==> config.mk <==
export PLATFORM = sky130hd
export DESIGN_NAME = hex_keypad_encoder_flat
export DESIGN_NICKNAME = d
export VERILOG_FILES = /design/src/rtl/hex_keypad_encoder_if.sv /design/src/rtl/hex_keypad_encoder.sv /design/src/flat_wrapper.sv
export SDC_FILE = /design/constraint.sdc
export NUM_CORES = 1
export LEC_CHECK = 0
export ABC_CLOCK_PERIOD_IN_PS = 22300
export BUFFER_PORTS_ARGS = -buffer_cell sky130_fd_sc_hd__buf_2
export CORE_ASPECT_RATIO = 1.5
export CORE_MARGIN = 2
export CORE_UTILIZATION = 50
export DETAILED_ROUTE_END_ITERATION = 6
export PLACE_DENSITY = 0.67
export SYNTH_ARGS = -nofsm -noshare
export SYNTH_HDL_FRONTEND = slang
export SYNTH_SLANG_ARGS = --single-unit
export TNS_END_PERCENT = 5
==> constraint.sdc <==
create_clock -name iCLK -period 22.3 [get_ports iCLK]
set_input_delay 2.23 -clock iCLK [delete_from_list [all_inputs] [get_ports iCLK]]
set_output_delay 2.23 -clock iCLK [all_outputs]
set_load 0.005 [all_outputs]
==> src/rtl/hex_keypad_encoder_if.sv <==
// rtl/hex_keypad_encoder_if.sv - key code / press strobe / held bundle toward the calculator FSM
interface hex_keypad_encoder_if;
    logic [3:0] oKEY;
    logic       oVALID;
    logic       oHELD;

    modport master (output oKEY, output oVALID, output oHELD);
    modport slave  (input  oKEY, input  oVALID, input  oHELD);
endinterface

==> src/rtl/hex_keypad_encoder.sv <==
// rtl/hex_keypad_encoder.sv - 4x4 active-low keypad scanner, snapshot decoder and press/release debouncer
module hex_keypad_encoder #(
    parameter int SCAN_DIV = 1000,
    parameter int DEBOUNCE = 4
) (
    input  logic       iCLK,
    input  logic       iRST,
    input  logic [3:0] iROW,
    output logic [3:0] oCOL,
    hex_keypad_encoder_if.master kif
);
    localparam int DW = (SCAN_DIV > 1) ? $clog2(SCAN_DIV) : 1;
    localparam logic [DW-1:0] DWELL_LAST = DW'(SCAN_DIV - 1);
    localparam logic [3:0]    DB_TARGET  = 4'(DEBOUNCE);

    typedef enum logic [1:0] {
        IDLE     = 2'd0,
        PRESS_DB = 2'd1,
        HELD     = 2'd2,
        REL_DB   = 2'd3
    } state_t;

    logic [3:0]    row_s1, row_s2;
    logic [DW-1:0] dwell;
    logic [1:0]    col;
    logic [3:0]    samp0, samp1, samp2;

    state_t        state, state_n;
    logic [3:0]    cnt, cnt_n;
    logic [3:0]    cand, cand_n;
    logic [3:0]    key, key_n;
    logic          valid, valid_n;
    logic          held, held_n;

    logic          sample_now;
    logic          snap_en;
    logic [3:0]    col_rows [4];
    logic [15:0]   pressed;
    logic [4:0]    n_pressed;
    logic [3:0]    snap_code;
    logic          snap_key;

    assign sample_now = (dwell == DWELL_LAST);
    assign snap_en    = sample_now && (col == 2'd3);
    assign oCOL       = ~(4'b0001 << col);

    always_ff @(posedge iCLK) begin
        if (iRST) begin
            row_s1 <= 4'hF;
            row_s2 <= 4'hF;
            dwell  <= '0;
            col    <= 2'd0;
            samp0  <= 4'hF;
            samp1  <= 4'hF;
            samp2  <= 4'hF;
        end else begin
            row_s1 <= iROW;
            row_s2 <= row_s1;
            if (sample_now) begin
                dwell <= '0;
                col   <= col + 2'd1;
                case (col)
                    2'd0:    samp0 <= row_s2;
                    2'd1:    samp1 <= row_s2;
                    2'd2:    samp2 <= row_s2;
                    default: ;
                endcase
            end else begin
                dwell <= dwell + DW'(1);
            end
        end
    end

    // Column 3 is taken straight from the synchronizer so the FSM can act on the sample edge itself.
    assign col_rows[0] = samp0;
    assign col_rows[1] = samp1;
    assign col_rows[2] = samp2;
    assign col_rows[3] = row_s2;

    always_comb begin
        pressed = '0;
        for (int r = 0; r < 4; r++) begin
            for (int c = 0; c < 4; c++) begin
                pressed[4*r + c] = ~col_rows[c][r];
            end
        end
    end

    always_comb begin
        n_pressed = '0;
        snap_code = '0;
        for (int i = 0; i < 16; i++) begin
            if (pressed[i]) begin
                n_pressed = n_pressed + 5'd1;
                snap_code = 4'(i);
            end
        end
    end

    // Zero keys and multi-key (ghosting / rollover) both collapse to NONE.
    assign snap_key = (n_pressed == 5'd1);

    always_ff @(posedge iCLK) begin
        if (iRST) begin
            state <= IDLE;
            cnt   <= '0;
            cand  <= '0;
            key   <= '0;
            valid <= 1'b0;
            held  <= 1'b0;
        end else begin
            state <= state_n;
            cnt   <= cnt_n;
            cand  <= cand_n;
            key   <= key_n;
            valid <= valid_n;
            held  <= held_n;
        end
    end

    always_comb begin
        state_n = state;
        cnt_n   = cnt;
        cand_n  = cand;
        key_n   = key;
        valid_n = 1'b0;
        held_n  = held;
        if (snap_en) begin
            case (state)
                IDLE: begin
                    if (snap_key) begin
                        cand_n = snap_code;
                        cnt_n  = 4'd1;
                        if (DEBOUNCE == 1) begin
                            key_n   = snap_code;
                            valid_n = 1'b1;
                            held_n  = 1'b1;
                            state_n = HELD;
                        end else begin
                            state_n = PRESS_DB;
                        end
                    end
                end
                PRESS_DB: begin
                    if (snap_key && snap_code == cand) begin
                        cnt_n = cnt + 4'd1;
                        if (cnt + 4'd1 == DB_TARGET) begin
                            key_n   = cand;
                            valid_n = 1'b1;
                            held_n  = 1'b1;
                            state_n = HELD;
                        end
                    end else if (!snap_key) begin
                        state_n = IDLE;
                    end else begin
                        cand_n = snap_code;
                        cnt_n  = 4'd1;
                    end
                end
                HELD: begin
                    if (!(snap_key && snap_code == cand)) begin
                        cnt_n = 4'd1;
                        if (DEBOUNCE == 1) begin
                            held_n  = 1'b0;
                            state_n = IDLE;
                        end else begin
                            state_n = REL_DB;
                        end
                    end
                end
                REL_DB: begin
                    if (snap_key && snap_code == cand) begin
                        state_n = HELD;
                    end else begin
                        cnt_n = cnt + 4'd1;
                        if (cnt + 4'd1 == DB_TARGET) begin
                            held_n  = 1'b0;
                            state_n = IDLE;
                        end
                    end
                end
                default: state_n = IDLE;
            endcase
        end
    end

    assign kif.oKEY   = key;
    assign kif.oVALID = valid;
    assign kif.oHELD  = held;
endmodule

==> src/flat_wrapper.sv <==
// flat-port wrapper written by rule: the top's interface ports become plain ports
module hex_keypad_encoder_flat 
#(
    parameter int SCAN_DIV = 1000,
    parameter int DEBOUNCE = 4
)
  (iCLK, iRST, iROW, oCOL, kif_oKEY, kif_oVALID, kif_oHELD);
  hex_keypad_encoder_if kif_i ();
  input  logic iCLK;
  input  logic iRST;
  input  logic [3:0] iROW;
  output logic [3:0] oCOL;
  output wire logic [$bits(kif_i.oKEY)-1:0] kif_oKEY;
  output wire logic [$bits(kif_i.oVALID)-1:0] kif_oVALID;
  output wire logic [$bits(kif_i.oHELD)-1:0] kif_oHELD;
  assign kif_oKEY = kif_i.oKEY;
  assign kif_oVALID = kif_i.oVALID;
  assign kif_oHELD = kif_i.oHELD;
  hex_keypad_encoder #(.SCAN_DIV(SCAN_DIV), .DEBOUNCE(DEBOUNCE)) u_core (.iCLK(iCLK), .iRST(iRST), .iROW(iROW), .oCOL(oCOL), .kif(kif_i));
endmodule
==> results of run 1 <==
layout make-up:
type	count	area share
Timing Repair Buffer	16	0.0209
Clock buffer	5	0.0174
Multi-Input combinational cell	341	0.654
Tap cell	100	0.0316
Clock inverter	3	0.0117
Sequential cell	48	0.243
Inverter	23	0.0218
flip-flops by register name, indices dropped and copies added, names as in the netlist, named ones only:
name / cells
u_core.kif.oKEY: 4
u_core.cnt: 4
u_core.state: 1
u_core.samp2: 4
u_core.samp1: 4
u_core.kif.oHELD: 1
u_core.dwell: 10
u_core.row_s1: 4
u_core.col: 2
u_core.samp0: 4
u_core.cand: 4
u_core.kif.oVALID: 1
u_core.row_s2: 4
worst paths after layout:
check | slack [ns] | endpoint | startpoint | depth (start not counted)
max | 11.97 | u_core.cnt[2] | u_core.samp1[0] | 50
min | 0.42 | u_core.row_s2[0] | u_core.row_s1[0] | 1
max reg2reg | 11.97 | u_core.cnt[2] | u_core.samp1[0] | 50
min reg2reg | 0.42 | u_core.row_s2[0] | u_core.row_s1[0] | 1
critical path: cells and delay by family (launching register included):
family                     cells  cell delay [ns]
AOI/OAI and AO/OA             12             2.63
buffers and inverters          3             0.25
DFF                            1             0.39
xor gates and xnor gates       4             0.69
adders and majority gates     14             4.00
muxes                          2             0.49
and+or+nand+nor               15             1.76
layout by cell type (no fill, tap or decap), types with 5 or more instances in the layout:
| master | Yosys | final |
|---|---|---|
| mux2i_1 | 10 | 10 |
| inv_1 | 23 | 23 |
| clkbuf_8 | 0 | 5 |
| a21oi_1 | 10 | 10 |
| or2_2 | 10 | 10 |
| dfxtp_1 | 48 | 48 |
| buf_2 | 0 | 15 |
| o21ai_0 | 14 | 14 |
| ha_1 | 21 | 21 |
| nor2_1 | 39 | 39 |
| a211o_1 | 12 | 12 |
| nor2b_1 | 12 | 12 |
| nand2_1 | 30 | 30 |
| xnor2_1 | 33 | 33 |
| nand3_1 | 10 | 10 |
| and3_1 | 20 | 20 |
| a31oi_1 | 7 | 7 |
| nand2b_1 | 7 | 7 |
| nor3_1 | 9 | 9 |
| xor2_1 | 14 | 14 |
power by group through the flow:
stage / Sequential, mW / Combinational (mW) / Clock (mW)
2_1_floorplan: 0.0894 / 0.0142 / 0
6_report: 0.0882 / 0.0166 / 0.0644
3_5_place_dp: 0.0902 / 0.0168 / 0
4_1_cts: 0.0882 / 0.0169 / 0.0677
5_1_grt: 0.0884 / 0.0186 / 0.0699
3_3_place_gp: 0.0901 / 0.0163 / 0
stage by stage:
step,util,hold slack [ns],std cells,cell area [µm²]
after floorplan,-,0.389,433,3720
after global placement,0.532,0.394,528,3840
after detailed placement,0.532,0.394,528,3840
after CTS,0.548,0.418,536,3960
after global routing,0.548,0.427,536,3960
final,0.548,0.416,536,3960
per-layer routing:
metal,part of all wire,vias to the layer above,GRT usage
li1,-,1537,-
met1,0.42,1400,0.218
met2,0.55,33,0.379
met3,0.018,11,0.0220
met4,0.017,0,0.0663
met5,0,-,0
cells by family (layout without fill, tap and decap cells):
logic type               after synthesis  after routing
multiplexers                          13             13
XOR/XNOR                              59             59
AO/OA/AOI/OAI                         83             83
AND/OR/NAND/NOR                      165            165
adder cells (fa/ha/maj)               21             21
buffers and inverters                 44             47
flip-flops                            48             48
==> flow_metrics.py, run 1 <==
metrics = {
    "synth": {
        "ys.flop_type": "dfxtp_1",
        "yosys.cell_types.count": 65,
        "synthArstFlopShare": 0,
        "yosysMostFrequentCell": "dfxtp_1",
        "synth_top_family_by_area": "simple AND/OR/NAND/NOR gates",
        "synth_enable_flop_cells": 0,
        "synthSimpleGateAreaFrac": 0.238,
        "synthAdderAreaFrac": 0.0706,
        "synth_compound_area_frac": 0.168,
        "syn_area_um2": 3720,
        "synthMuxAreaShare": 0.0390,
        "ys_ff_latch": 48,
        "yosys-top-cells-area": "dfxtp_1 26%, xnor2_1 7.8%, ha_1 7.1%, nor2_1 3.9%, and3_1 3.4%",
        "yosysTopAreaCellShare": 0.258,
        "synth_area_leader_cell": "dfxtp_1",
        "ys_seq_area_frac": 0.258,
        "syn_area_per_cell_um2": 8.60,
        "synth_xor_area_frac": 0.181,
        "yosysWarnings": 0,
        "netlist_instances": 433,
        "synthesis.nets": 460,
        "synth_common_cells": "48 x dfxtp_1, 39 x nor2_1, 33 x xnor2_1",
    },
    "clocking": {
        "hold_buffers": 0,
        "clk_pin_slew_ns": 0.10,
        "clock_sinks": 48,
        "post_cts_buffers": 0,
        "cts_resized": 0,
        "clockBufferDepth": 2,
        "cts_root_buf": "clkbuf_8",
        "htreeDepth": 2,
        "cts_inserted_buffers": 5,
        "cts_tree": "built",
        "worstSkewPairLatency_ns": 0.31,
    },
    "setup_path": {
        "startpoint_type": "register",
        "cp_max_fo": 7,
        "cp.required_ns": 22.50,
        "worst_path_max_delay_cell": "dfxtp_1",
        "crit_path_end_kind": "register",
        "crit_type": "reg2reg",
        "cpMostUsedCell": "ha_1",
        "cpPeakStageDelay_ns": 0.39,
        "cp_data_arrival_time_ns": 10.53,
    },
    "pwr": {
        "swShare": 0.243,
        "p_int_mw": 0.128,
        "clock_power_share": 0.381,
        "power.switching_mw": 0.0411,
        "p_leak_nw": 1.77,
        "seqPwrFrac": 0.521,
        "power_density_nw_per_um2": 42.7,
        "p_comb_frac": 0.098,
        "ir_drop_mv": 0.0508,
        "total_power_mw": 0.169,
    },
    "min_path": {
        "hp-class": "reg2reg",
    },
    "global_routing": {
        "grt_usage": 0.198,
        "antenna_found_initial": 0,
        "grt_start_max_net_pins": 41,
        "overflow": 0,
        "grt_pass1_vias": 2904,
        "grt_pass1_wl_um": 12800,
    },
    "sta": {
        "fmax_ghz": 0.0969,
        "slew_headroom": 0.333,
        "fin_ws_ns": 11.97,
        "hold_viol": 0,
        "slew_viol_final": 0,
        "fin_crit_sh": 0.463,
        "skew_ns": 0.0119,
        "setup_tns_ns": 0,
        "setup_viol": 0,
        "rsz0062_at_grt": "no",
        "post-route-min-period_ns": 10.33,
        "worst_pin_slew_ns": 0.992,
    },
    "die": {
        "coreArea_um2": 7230,
        "die_h_um": 110,
        "die_w_um": 74.5,
        "die_area_um2": 8170,
        "start_util": 0.515,
        "rows": 38,
        "io_pins": 16,
    },
    "route": {
        "totalWireLength_um": 7410,
        "firstDrtPassIters": 4,
        "drc": 0,
        "avgViaCountPerCell": 5.56,
        "drt_iter0_markers": 83,
        "vias": 2981,
        "ant_nets": 0,
        "wl_per_cell_um": 13.8,
    },
    "final_layout": {
        "final_nets": 462,
        "seqCellArea_um2": 961,
        "diodes": 0,
        "drive_gt1_frac": 0.131,
        "areaGrowthSynthToFinish_pct": 6.35,
        "multiInputGateArea_um2": 2590,
        "n_fill_cell": 713,
    },
    "flow_run": {
        "cap_violations": 0,
    },
    "placement": {
        "port_buffers": 15,
        "pre_cts_ws_ns": 11.97,
        "gp_congestion": 0.858,
        "hpwl_um": 5780,
    },
    "outcome": {
        "status": "finished, final reports clean",
    },
}
No activity file was read; power rests on OpenSTA's default activity.
==> inputs of run 2 (changes only) <==
ABC_CLOCK_PERIOD_IN_PS = 10300   (was 22300)
clock period = 10.3 ns   (was 22.3 ns; I/O delays follow)
==> run 2 against run 1 <==
Compared with the run above: combinational power rose by 140%; global-route usage grew 0.64 points; sequential cell count is the same; utilization increased by 2.1 points; critical path depth increased by 1; die area did not move; critical endpoint unchanged; largest power group unchanged.
==> flow_metrics.py, run 2 (synthesis gave the netlist of run 1 again) <==
metrics = {
    "sta": {
        "skew_ns": 0.0145,
        "slew_viol_final": 0,
        "post-route-min-period_ns": 9.77,
        "fin_crit_sh": 0.949,
        "fmax_ghz": 0.102,
        "hold_viol": 0,
        "setup_viol": 0,
        "slew_headroom": 0.266,
        "worst_pin_slew_ns": 1.09,
        "hold_ws_ns": 0.418,
    },
    "min_path": {
        "min_to": "u_core.row_s2[2]",
        "hp-class": "reg2reg",
        "hold_path_depth": 1,
        "hp-start": "u_core.row_s1[2]",
    },
    "setup_path": {
        "cp_max_fo": 7,
        "rrSetupSlack_ns": 0.53,
        "worst_path_max_delay_cell": "dfxtp_2",
        "r2r-end": "u_core.cnt[2]",
        "worst_r2r_startpoint": "u_core.samp1[0]",
        "crit_path_end_kind": "register",
        "worstSetupStartpoint": "u_core.samp1[0]",
        "critical_path.top_delay_family": "adder cells",
        "crit_buf_inv": 3,
        "startpoint_type": "register",
        "cp.required_ns": 10.51,
        "cp_data_arrival_time_ns": 9.98,
        "cpPeakStageDelay_ns": 0.37,
        "crit_type": "reg2reg",
        "rr_worst_depth": 51,
        "cpMostUsedCell": "ha_1",
    },
    "global_routing": {
        "grt_pass1_vias": 2983,
        "overflow": 0,
        "grt_start_max_net_pins": 41,
        "grt_pass1_wl_um": 13200,
        "antenna_found_initial": 0,
        "grt_usage": 0.204,
    },
    "route": {
        "ant_nets": 0,
        "wl_per_cell_um": 14.3,
        "totalWireLength_um": 7780,
        "avgViaCountPerCell": 5.62,
        "firstDrtPassIters": 5,
        "drt_iter0_markers": 164,
        "drc": 0,
        "vias": 3046,
    },
    "pwr": {
        "power_density_nw_per_um2": 90.2,
        "p_leak_nw": 1.82,
        "ir_drop_mv": 0.174,
    },
    "die": {
        "io_pins": 16,
        "die_area_um2": 8170,
        "coreArea_um2": 7230,
        "rows": 38,
        "die_w_um": 74.5,
        "die_h_um": 110,
        "start_util": 0.515,
    },
    "final_layout": {
        "stdcell_count": 542,
        "diodes": 0,
        "final_nets": 468,
        "final_cell_mix": "46 x dfxtp_1, 38 x nor2_1, 30 x xnor2_1, 30 x nand2_1, 23 x inv_1",
        "areaGrowthSynthToFinish_pct": 10.5,
        "largest_reg_flops": 10,
        "n_fill_cell": 702,
        "mostFrequentLayoutCell": "dfxtp_1",
        "drive_gt1_frac": 0.179,
        "regMostFlops": "u_core.dwell",
    },
    "clocking": {
        "worstSkewPairLatency_ns": 0.32,
        "hold_buffers": 0,
        "cts_root_buf": "clkbuf_8",
        "cts_inserted_buffers": 5,
        "clock_sinks": 48,
        "clk_pin_slew_ns": 0.10,
        "htreeDepth": 2,
        "cts_tree": "built",
        "clockBufferDepth": 2,
    },
    "flow_run": {
        "cap_violations": 0,
    },
    "placement": {
        "gp_congestion": 0.841,
        "hpwl_um": 5730,
        "port_buffers": 15,
        "placedCellCount": 529,
    },
    "outcome": {
        "status": "finished, final reports clean",
    },
}
## run 2: cell count changes in the layout (fill, tap and decap cells not counted), sizes merged
cell / delta
buf: +6
## run 2: worst max-delay path by stage
stage / to / slack [ns] / cells past startpoint
after floorplan: u_core.cnt[2] / 0.87 / 51
after global placement: u_core.cnt[2] / 0.39 / 50
after detailed placement: u_core.cnt[2] / 0.20 / 50
after CTS: u_core.cnt[2] / 0.13 / 50
after global routing: u_core.cnt[2] / -0.07 / 51
final: u_core.cnt[2] / 0.53 / 51
## run 2: final cells by class
| cell class | count | area (µm²) | share of cell area |
|---|---|---|---|
| multi-input cells | 341 | 2700 | 0.656 |
| well taps | 100 | 125 | 0.0304 |
| flip-flops and latches | 48 | 963 | 0.234 |
| repair buffers | 22 | 128 | 0.0310 |
| inverters | 23 | 86.3 | 0.0210 |
| clock buffers | 5 | 68.8 | 0.0167 |
| clock inverters | 3 | 46.3 | 0.0112 |
## run 2: through the flow
| step | setup WS (ns) | util | area, µm² | power, mW | TNS (ns) |
|---|---|---|---|---|---|
| 4_1_cts | 0.133 | 0.549 | 3970 | 0.373 | 0 |
| 3_3_place_gp | 0.390 | 0.533 | 3850 | 0.230 | 0 |
| 6_report | 0.529 | 0.569 | 4120 | 0.371 | 0 |
| 2_1_floorplan | 0.874 | - | 3720 | 0.224 | 0 |
| 5_1_grt | -0.0715 | 0.569 | 4120 | 0.387 | -0.306 |
| 3_5_place_dp | 0.198 | 0.533 | 3850 | 0.231 | 0 |
## run 2: worst reg2reg max path, delay by kind of cell (launching register included)
| kind | cells | cell delay, ns |
|---|---|---|
| AO/OA/AOI/OAI | 12 | 2.13 |
| flip-flops | 1 | 0.37 |
| buffers and inverters | 3 | 0.25 |
| AND/OR/NAND/NOR | 17 | 2.20 |
| adder cells (fa/ha/maj) | 14 | 3.68 |
| multiplexers | 2 | 0.49 |
| XOR/XNOR | 3 | 0.51 |
## run 2: repair_timing
item / in CTS / in global routing
buffers inserted: 0 / 5
resized for setup: 0 / 20
setup endpoints to repair: 0 / 16
## run 2: power by group
| group | total (mW) | internal, mW | switching [mW] |
|---|---|---|---|
| Clock | 0.141 | 0.0732 | 0.0679 |
| Combinational | 0.0395 | 0.0181 | 0.0213 |
| Sequential | 0.191 | 0.188 | 0.00299 |
## run 2: layer usage
layer	part of all wire	vias up	global-route usage
met5	0	-	0
met4	0.012	0	0.0625
met3	0.022	9	0.0238
met2	0.55	37	0.390
met1	0.41	1454	0.229
li1	-	1546	-
